<file path="config.mk">
export PLATFORM = sky130hd
export DESIGN_NAME = cp_remove
export DESIGN_NICKNAME = d
export VERILOG_FILES = /design/src/rtl/cp_remove.sv
export SDC_FILE = /design/constraint.sdc
export NUM_CORES = 1
export LEC_CHECK = 0
export BUFFER_PORTS_ARGS = -buffer_cell sky130_fd_sc_hd__buf_2
export CELL_PAD_IN_SITES_DETAIL_PLACEMENT = 1
export CELL_PAD_IN_SITES_GLOBAL_PLACEMENT = 1
export CORE_UTILIZATION = 35
export CTS_BUF_LIST = sky130_fd_sc_hd__clkbuf_16
export DETAILED_ROUTE_END_ITERATION = 7
export HOLD_SLACK_MARGIN = 0.06
export PLACE_DENSITY = 0.73
export SLEW_MARGIN = 10
export SYNTH_ARGS = -nofsm -noshare
export SYNTH_HDL_FRONTEND = slang
export SYNTH_SLANG_ARGS = --single-unit
</file>
<file path="constraint.sdc">
create_clock -name clk -period 2.6 [get_ports clk]
set_clock_uncertainty 0.05 [all_clocks]
set_input_delay 0.13 -clock clk [delete_from_list [all_inputs] [get_ports clk]]
set_output_delay 0.13 -clock clk [all_outputs]
set_load 0.02 [all_outputs]
</file>
<file path="src/rtl/cp_remove.sv">
// cp_remove: drops the cyclic prefix of each OFDM symbol, forwards the body with m_last and flags framing errors.
module cp_remove #(
  parameter int DATA_W = 32,
  parameter int LEN_W  = 13
) (
  input  logic              clk,
  input  logic              rst,
  input  logic [LEN_W-1:0]  cp_length,
  input  logic [LEN_W-1:0]  fft_length,
  input  logic [DATA_W-1:0] s_data,
  input  logic              s_valid,
  input  logic              s_sof,
  output logic              s_ready,
  output logic [DATA_W-1:0] m_data,
  output logic              m_valid,
  input  logic              m_ready,
  output logic              m_last,
  output logic              locked,
  output logic              sync_err,
  output logic              cfg_err
);
  typedef enum logic [1:0] {IDLE, DROP, PASS} state_t;
  state_t state, nxt;
  logic [1:0] rst_q;
  logic rst_s, acc, start, bad_cfg, in_sym, fwd, last;
  logic [LEN_W-1:0] cp_r, fft_r;
  logic [LEN_W:0] idx, idx_nxt, cur_idx, cur_cp, cur_end, idx_inc;
  // Reset asserts immediately but releases only after two clean clock edges.
  always_ff @(posedge clk or posedge rst)
    if (rst) rst_q <= 2'b11;
    else rst_q <= {rst_q[0], 1'b0};
  assign rst_s = rst_q[1];
  assign s_ready = !m_valid || m_ready;
  // A sof beat restarts the symbol in any state, so it uses the live lengths at idx 0.
  always_comb begin
    acc = s_valid && s_ready;
    start = acc && s_sof;
    bad_cfg = start && fft_length == '0;
    cur_idx = start ? '0 : idx;
    cur_cp = {1'b0, start ? cp_length : cp_r};
    cur_end = cur_cp + {1'b0, start ? fft_length : fft_r} - (LEN_W+1)'(1);
    idx_inc = cur_idx + (LEN_W+1)'(1);
    in_sym = acc && (start ? fft_length != '0 : state != IDLE);
    fwd = in_sym && cur_idx >= cur_cp;
    last = fwd && cur_idx == cur_end;
    nxt = !acc ? state : (!in_sym || last) ? IDLE : (idx_inc >= cur_cp) ? PASS : DROP;
    idx_nxt = !acc ? idx : (!in_sym || last) ? '0 : idx_inc;
  end
  always_ff @(posedge clk or posedge rst_s)
    if (rst_s) begin
      state <= IDLE;
      idx <= '0;
      cp_r <= '0;
      fft_r <= '0;
      m_data <= '0;
      m_valid <= 1'b0;
      m_last <= 1'b0;
      locked <= 1'b0;
      sync_err <= 1'b0;
      cfg_err <= 1'b0;
    end else begin
      state <= nxt;
      idx <= idx_nxt;
      if (start) begin
        cp_r <= cp_length;
        fft_r <= fft_length;
      end
      locked <= nxt != IDLE;
      sync_err <= start && state != IDLE;
      cfg_err <= bad_cfg;
      if (fwd) begin
        m_data <= s_data;
        m_valid <= 1'b1;
        m_last <= last;
      end else if (m_valid && m_ready) begin
        m_valid <= 1'b0;
        m_last <= 1'b0;
      end
    end
endmodule

</file>
==> results.yml, run 1 <==
status:
  status: "complete, but fails checks"
  violations: "negative setup slack"
synth:
  ys_ff_latch: 81
  synth_edf_count: 0
  async_reset_ff_frac: 1.00
  muxShareOfSynthArea: 0.105
  syn-instance-count: 544
  synth_top_cell_by_area: "dfrtp_1"
  synth_common_cells: "79 x dfrtp_1, 72 x nand2_1, 59 x inv_1"
  synth-compound-area-share: 0.114
  ys_types: 64
  synth.avg_cell_area_um2: 9.47
  synth_top_family_by_area: "simple AND/OR/NAND/NOR gates"
  synth.most_common_cell: "dfrtp_1"
  synth-simple-area-share: 0.155
  synth_flop_cell: "dfrtp_1"
  synth_top_cells_by_area: "dfrtp_1 38%, ha_1 10%, mux2_2 7.0%"
  synth_xor_area_frac: 0.0646
  synth_top_area_share: 0.384
  yosys_warnings: 0
  ys_seq_area_frac: 0.394
  syn-cell-area_um2: 5150
  synth_nets: 649
  synth_adder_area_share: 0.103
setup_path:
  worstPathArrival_ns: 4.65
  cpMaxStageDelayCell: "dfrtp_2"
  crit_required_ns: 2.83
  path_cells: "nor2b_4 -> inv_4 -> nand2_8 -> buf_12 -> and2_1 -> ha_1 -> nand2_1 -> nor4bb_4 -> and4_4 -> and3_1 -> xnor2_2 -> ha_1 -> nand3_1 -> nor2_2 -> o211a_1 -> o41a_1 -> nor4_4 -> buf_4 -> nand2_1 -> o21ai_1"
  worstPathMaxFanout: 20
  cp_num_buf_inv: 3
  end_kind: "register"
  cpPeakStageDelay_ns: 0.38
  cp-start-kind: "register"
  crit_family: "simple AND/OR/NAND/NOR gates"
  worstSetupPathType: "reg -> reg"
sta:
  setup_viol: 51
  worst_hold_slack_ns: 0.112
  max_clock_freq_mhz: 226
  layout_worst_path_cycle_share: 1.70
  tightest_slew_ns: 0.907
  finalSetupTns_ns: -73.13
  rsz0062_at_grt: "true"
  hold_viol_final: 0
  setup_slack_ns: -1.82
  relSlewSlack: 0.395
  post-route-min-period_ns: 4.42
  slew_viol_final: 0
grt:
  gr-total-overflow: 0
  grt_pass1_wl_um: 37600
  grt_max_degree: 46
  grt_pass1_vias: 6592
  antenna_found_initial: 2
  track_usage: 0.337
clocking:
  root_buffer: "clkbuf_16"
  insertion_delay_ns: 0.36
  cts_max_level: 3
  cts_buffers: 9
  cts_tree: "yes"
  path_clk_slew_ns: 0.07
  ctsLongestPathBuffers: 2
  clock-sinks: 81
drt:
  num_vias: 6125
  drt_first_pass_iters: 5
  viasPerCell: 5.96
  drt_iter0_markers: 628
  postRouteAntennaNets: 0
  drt_wl_total_um: 29100
  remaining_drc_errors: 0
  wire_per_inst_um: 28.4
cells_and_area:
  nets: 945
  fillers: 1576
  fin_util: 0.594
  area_growth_pct: 62.6
  drive_gt1_frac: 0.436
  finalInstanceArea_um2: 8380
run:
  drv_cap: 0
die:
  die_area_um2: 15200
  dieHeight_um: 123
  core_area_um2: 14100
  die_w_um: 123
  rows: 43
  top_level_ports: 101
  start_util: 0.366
place:
  io_buffer_count: 100
  hpwl_um: 13400
  placed_cell_area_um2: 6830
  place.gp.congestion: 0.874
power:
  peakVddDrop_mv: 0.410
  power_density_nw_per_um2: 692
  leakage_nw: 4.46
min_path:
  hold_path.class: "in -> reg"
## report_power, final
part	leakage [nW]	internal, mW	switching, mW
clock network	0.126	0.654	0.639
logic	3.28	1.37	1.64
registers	1.06	1.39	0.0961
total	4.46	3.42	2.38
## per-stage QoR
| stage | worst slack [ns] | power [mW] | cells |
|---|---|---|---|
| 2_1_floorplan | -1.79 | 2.73 | 544 |
| 3_3_place_gp | -1.50 | 3.56 | 936 |
| 3_5_place_dp | -1.78 | 3.66 | 936 |
| 4_1_cts | -1.45 | 5.09 | 1011 |
| 5_1_grt | -1.94 | 5.97 | 1027 |
| 6_report | -1.82 | 5.80 | 1027 |
## registers in the layout, summed over array words and instances (netlist names), 2 cells and up
name and count:
m_data 32, rst_q 2, idx 14, cp_r 13, state 2, fft_r 13
## layout make-up
cell class / instances / area [um^2] / area share
multi-input cells: 382 / 3250 / 0.388
repair buffers: 306 / 2360 / 0.282
flip-flops and latches: 81 / 2030 / 0.242
inverters: 60 / 229 / 0.0273
clock buffers: 9 / 225 / 0.0269
well taps: 180 / 225 / 0.0269
clock inverters: 7 / 52.6 / 0.00627
diodes: 2 / 5.00 / 0.000597
## final timing paths
check,depth (start not counted),start,to,slack (ns)
max in group asynchronous,2,rst_q[1],fft_r[9],1.27
worst min register to register,0,rst_q[0],rst_q[1],0.31
worst max-delay path,20,m_valid,state[0],-1.82
worst min-delay path,4,fft_length[10],fft_r[10],0.11
min in group asynchronous,3,rst,rst_q[0],0.28
worst max register to register,20,m_valid,state[0],-1.82
## per-layer routing
| metal | share of wire | global-route usage |
|---|---|---|
| met4 | 0.071 | 0.193 |
| met2 | 0.50 | 0.596 |
| met5 | 0 | 0 |
| met3 | 0.069 | 0.0678 |
| met1 | 0.36 | 0.375 |
## kinds of logic (layout without fill, tap and decap cells)
group,Yosys count,after routing
AND/OR/NAND/NOR,166,166
AO/OA/AOI/OAI,85,85
flip-flops,81,81
buffers and inverters,81,382
multiplexers,50,50
adder cells (fa/ha/maj),42,42
XOR/XNOR,38,38
other,1,3
## layout by cell type, fill, tap and decap left out, drive strengths merged, types with 2 or more instances in the layout
cell         count
mux2i           18
o211a            4
o211ai           3
ha              41
and3             3
nor3b            4
dfstp            2
xnor2           28
a211o            3
clkinv           3
clkinvlp         3
inv             61
o22ai            4
or2              2
o2111ai          2
buf            263
clkbuf          11
a21oi           15
o21a             2
o31ai            3
a21o             4
mux2            32
dfrtp           79
nor3            12
a211oi           4
and2             8
nand2           72
dlygate4sd3     41
nand2b           4
nor2            26
o21ai           26
nand3            9
nand4            3
nor2b            3
diode            2
or3              3
a31oi            3
xor2            10
nor4             9
nor4bb           2
## what timing repair did
item / CTS / global route
setup buffers: 14 / 16
hold buffers: 41 / 0
setup endpoints to repair: 51 / 51
gates cloned: 4 / 2
endpoints found under the hold margin: 42 / 0
pin swaps: 5 / 19
resized for setup: 28 / 77
## worst reg2reg max path: stages, from the launching register on
cell,delay (ns)
dfrtp_2,0.38
nor2b_4,0.23
inv_4,0.09
nand2_8,0.10
buf_12,0.18
and2_1,0.18
ha_1,0.18
nand2_1,0.11
nor4bb_4,0.38
and4_4,0.31
and3_1,0.23
xnor2_2,0.09
ha_1,0.35
nand3_1,0.16
nor2_2,0.10
o211a_1,0.16
o41a_1,0.20
nor4_4,0.38
buf_4,0.21
nand2_1,0.08
o21ai_1,0.19
(Power assumes the default switching activity.)
==> run 2: changes to the inputs <==
PLACE_DENSITY = 0.8   (was 0.73)
clock period = 3.7 ns   (was 2.6 ns; I/O delays follow)
==> run 2 against run 1 <==
Net effect:
- the flow still finishes with violations (negative setup slack)
- via count shrank 2.2%
- sequential power is 30% lower
- final cell count decreased by 3.7%
- maximum frequency fell by 2.2%
- count of clock-buffer cells in the layout did not move
- final area grew 1.0%
- die area is the same
- register-to-register slack better by 1.0 ns
- highest routed layer unchanged
- hold slack worse by 0.069 ns
- clock power decreased by 11%
- combinational power decreased by 25%
==> results.yml, run 2 (synthesized netlist as in run 1, its figures left out) <==
place:
  io_buffer_count: 100
  dp.cells: 878
  place.gp.congestion: 0.860
  pre_cts_ws_ns: -0.582
  placed_cell_area_um2: 6390
  hpwl_um: 12900
clocking:
  cts_buffers: 9
  insertion_delay_ns: 0.38
  ctsLongestPathBuffers: 2
  path_clk_slew_ns: 0.07
  cts_max_level: 3
  cts_tree: "yes"
  root_buffer: "clkbuf_16"
  clock-sinks: 81
setup_path:
  worstPathArrival_ns: 4.71
  end_kind: "register"
  worstPathMaxFanout: 4
  cp-start-kind: "register"
  crit_required_ns: 3.89
  worstSetupPathType: "reg -> reg"
sta:
  max_clock_freq_mhz: 221
  slew_viol_final: 0
  tightest_slew_ns: 0.958
  finalSetupTns_ns: -31.65
  setup_viol: 51
  rsz0062_at_grt: "true"
  worst_hold_slack_ns: 0.0433
  post-route-min-period_ns: 4.52
  layout_worst_path_cycle_share: 1.22
  relSlewSlack: 0.361
  hold_viol_final: 0
  setup_slack_ns: -0.821
min_path:
  hold_path.class: "in -> reg"
cells_and_area:
  largest-register: "m_data"
  diodes: 0
  finalInstanceArea_um2: 8460
  layout_common_cells: "100 x buf_2, 100 x buf_4, 78 x dfrtp_1"
  area_growth_pct: 64.2
  drive_gt1_frac: 0.461
  stdcell_count: 989
  nets: 909
  fin_util: 0.600
  largest_register_ff_count: 32
  reg_top3: "m_data: 32 flops, idx: 14 flops"
drt:
  num_vias: 5991
  viasPerCell: 6.06
  wire_per_inst_um: 30.0
  postRouteAntennaNets: 0
  drt_first_pass_iters: 7
  drt_wl_total_um: 29700
  remaining_drc_errors: 0
  drt_iter0_markers: 637
run:
  drv_cap: 0
grt:
  gr-total-overflow: 0
  track_usage: 0.350
  grt_max_degree: 48
  grt_pass1_wl_um: 38200
  grt_pass1_vias: 6486
  antenna_found_initial: 0
die:
  die_w_um: 123
  dieHeight_um: 123
  top_level_ports: 101
  rows: 43
  core_area_um2: 14100
  start_util: 0.366
  die_area_um2: 15200
power:
  leakage_nw: 4.36
  power_mw: 4.46
  power_density_nw_per_um2: 527
  peakVddDrop_mv: 0.249
status:
  violations: "negative setup slack"
  status: "complete, but fails checks"
run 2: what timing repair did:
action | CTS | global route
hold buffers | 38 | 0
buffers inserted | 44 | 16
gates resized for setup | 86 | 97
endpoints found under the hold margin | 39 | 0
pin swaps | 8 | 26
cloned | 4 | 2
setup endpoints to repair | 51 | 52
run 2: layout make-up:
class,count,area [um^2]
repair buffers,270,2140
inverters,60,241
clock inverters,7,130
clock buffers,9,225
flip-flops and latches,81,2030
well taps,180,225
fillers,1549,5640
multi-input cells,382,3470
run 2: power by group:
group	switching [mW]	internal [mW]
Sequential	0.0747	0.979
Clock	0.474	0.676
Combinational	1.23	1.03
run 2: final timing paths:
kind | slack [ns] | to | cells after the start | from
worst min-delay path | 0.04 | fft_r[9] | 3 | fft_length[9]
max in group asynchronous | 2.19 | fft_r[4] | 2 | rst_q[1]
min in group asynchronous | 0.36 | rst_q[0] | 3 | rst
worst max register to register | -0.82 | idx[2] | 16 | m_valid
worst max-delay path | -0.82 | idx[2] | 16 | m_valid
worst min register to register | 0.32 | rst_q[1] | 0 | rst_q[0]
run 2: worst max-delay path, cell delays in order (launching register included):
cell	delay [ns]
dfrtp_2	0.36
nor2b_4	0.26
inv_4	0.09
nand2_8	0.10
buf_6	0.12
mux2i_2	0.34
xnor2_2	0.21
inv_2	0.10
fa_2	0.41
nand2b_4	0.16
a211o_1	0.29
a211o_1	0.31
and3_4	0.17
or3_4	0.40
or4_4	0.54
nor4_4	0.35
o31ai_2	0.12
run 2: per-layer routing:
layer	vias to the layer above	wire length, um	GRT usage
met5	-	0	0.0139
met4	0	2470	0.260
met3	193	2650	0.0876
met2	464	14000	0.587
met1	2942	10600	0.382
li1	2392	-	-
==> run 3: changes to the inputs <==
BUFFER_PORTS_ARGS = -buffer_cell sky130_fd_sc_hd__buf_4   (was -buffer_cell sky130_fd_sc_hd__buf_2)
CORE_ASPECT_RATIO = 0.9   (was not set)
==> run 3 against run 2 <==
Net effect:
- the flow still finishes with violations (negative setup slack)
- via count is 2.2% lower
- final cell count fell by 0.61%
- core utilization shrank 1.7 points
- sequential share of layout area up 0.48 points
- worst setup slack got worse by 0.18 ns
- flip-flop and latch count did not move
- global-route usage down 5.0 points
==> results.yml, run 3 (synthesized netlist as in run 1, its figures left out) <==
power:
  power_density_nw_per_um2: 522
  power_mw: 4.33
  leakage_nw: 4.26
  peakVddDrop_mv: 0.293
die:
  start_util: 0.363
  dieHeight_um: 117
  core_area_um2: 14200
  top_level_ports: 101
  die_area_um2: 15200
  die_w_um: 130
  rows: 41
sta:
  worst_hold_slack_ns: 0.0720
  relSlewSlack: 0.319
  post-route-min-period_ns: 4.70
  slew_viol_final: 0
  max_clock_freq_mhz: 213
  setup_viol: 51
  rsz0062_at_grt: "true"
  layout_worst_path_cycle_share: 1.27
  setup_slack_ns: -0.997
  hold_viol_final: 0
  tightest_slew_ns: 1.02
cells_and_area:
  layout_common_cells: "188 x buf_4, 78 x dfrtp_1, 69 x nand2_1"
  final_common_cell: "buf_4"
  largest-register: "m_data"
  finalInstanceArea_um2: 8290
  fillers: 1564
  nets: 890
  multiInputGateArea_um2: 3220
  reg_top3: "m_data: 32 flops, idx: 14 flops"
  largest_register_ff_count: 32
  drive_gt1_frac: 0.394
  area_growth_pct: 61.0
  diodes: 0
  stdcell_count: 983
  seq_area_um2: 2030
place:
  dp.cells: 898
  hpwl_um: 13300
  place.gp.congestion: 0.884
  placed_cell_area_um2: 6710
  io_buffer_count: 100
  pre_cts_ws_ns: -0.553
drt:
  postRouteAntennaNets: 0
  drt_iter0_markers: 663
  drt_wl_total_um: 28400
  remaining_drc_errors: 0
  wire_per_inst_um: 28.9
  viasPerCell: 5.96
  num_vias: 5861
  drt_first_pass_iters: 5
status:
  violations: "negative setup slack"
  status: "complete, but fails checks"
grt:
  grt_max_degree: 53
  grt_pass1_wl_um: 32900
  track_usage: 0.300
  grt_pass1_vias: 5911
  antenna_found_initial: 0
  gr-total-overflow: 0
clocking:
  cts_max_level: 3
  cts_buffers: 9
  insertion_delay_ns: 0.37
  cts_tree: "yes"
  root_buffer: "clkbuf_16"
  clock-sinks: 81
  ctsLongestPathBuffers: 2
  path_clk_slew_ns: 0.08
setup_path:
  worstPathArrival_ns: 4.88
  crit_required_ns: 3.88
  path_cells: "nor2b_4 -> inv_4 -> nand2_8 -> buf_6 -> buf_12 -> buf_2 -> buf_4 -> mux2i_1 -> ha_1 -> inv_1 -> ha_1 -> nand2_1 -> o21ai_0 -> inv_1 -> and3_4 -> or3_1 -> or4_1 -> nor4_2 -> o31ai_1"
  end_kind: "register"
  worstPathMaxFanout: 5
  cp-start-kind: "register"
  cpMaxStageDelayCell: "or4_1"
  cpPeakStageDelay_ns: 0.54
  worstSetupPathType: "reg -> reg"
min_path:
  hold_path.class: "in -> reg"
run:
  drv_cap: 0
==> run 3: changes by cell type in the layout (fill, tap and decap cells not counted), moves of 6 or more <==
cell     before  now
buf_2       100    1
nand2_1      63   69
o21ai_1      13   19
buf_4       100  188
buf_6        16   10
o21ai_2       7    1
==> run 3: report_power, final <==
group / leakage (nW) / internal (mW) / switching [mW]
Sequential: 1.06 / 0.979 / 0.0766
Combinational: 3.02 / 0.943 / 1.13
Clock: 0.183 / 0.734 / 0.466
Total: 4.26 / 2.66 / 1.67
==> run 3: final timing paths <==
kind                       slack (ns)           start    endpoint  cells after the start
max                              -1.0         m_valid      idx[2]                     19
min                              0.07  fft_length[11]   fft_r[11]                      3
max reg2reg                      -1.0         m_valid      idx[2]                     19
min reg2reg                      0.31        rst_q[0]    rst_q[1]                      0
max in group asynchronous        2.20        rst_q[1]  m_data[13]                      2
min in group asynchronous        0.36             rst    rst_q[0]                      3
==> run 3: through the flow <==
step | util | TNS (ns)
2_1_floorplan | - | -11.29
4_1_cts | 0.539 | -13.63
3_3_place_gp | 0.472 | -4.81
6_report | 0.584 | -29.64
5_1_grt | 0.584 | -31.93
3_5_place_dp | 0.472 | -13.58
==> run 3: cell type report <==
cell class	instances	area share
Timing Repair Buffer	251	0.265
Clock inverter	7	0.0173
Inverter	60	0.0279
Tap cell	193	0.0291
Sequential cell	81	0.245
Multi-Input combinational cell	382	0.389
Clock buffer	9	0.0272
==> run 3: routing by layer <==
layer	wire (um)	vias up	global-route usage
met2	13900	435	0.534
met4	2480	0	0.211
met1	9810	2872	0.328
met3	2270	201	0.0509
li1	-	2353	-
met5	0	-	0
==> run 3: timing repair <==
item / 4_1_cts / 5_1_grt
buffers inserted: 2 / 23
gates cloned: 3 / 2
resized for setup: 14 / 92
hold buffers: 40 / 0
endpoints found under the hold margin: 41 / 0
setup endpoints to repair: 50 / 51
pin swaps: 1 / 20
==> run 3: worst max-delay path: cells and delay by family (launching register included) <==
kind	cells	cell delay (ns)
AOI/OAI and AO/OA	2	0.47
DFF	1	0.37
and+or+nand+nor	7	2.00
buffers and inverters	7	0.92
adders and majority gates	2	0.49
muxes	1	0.26
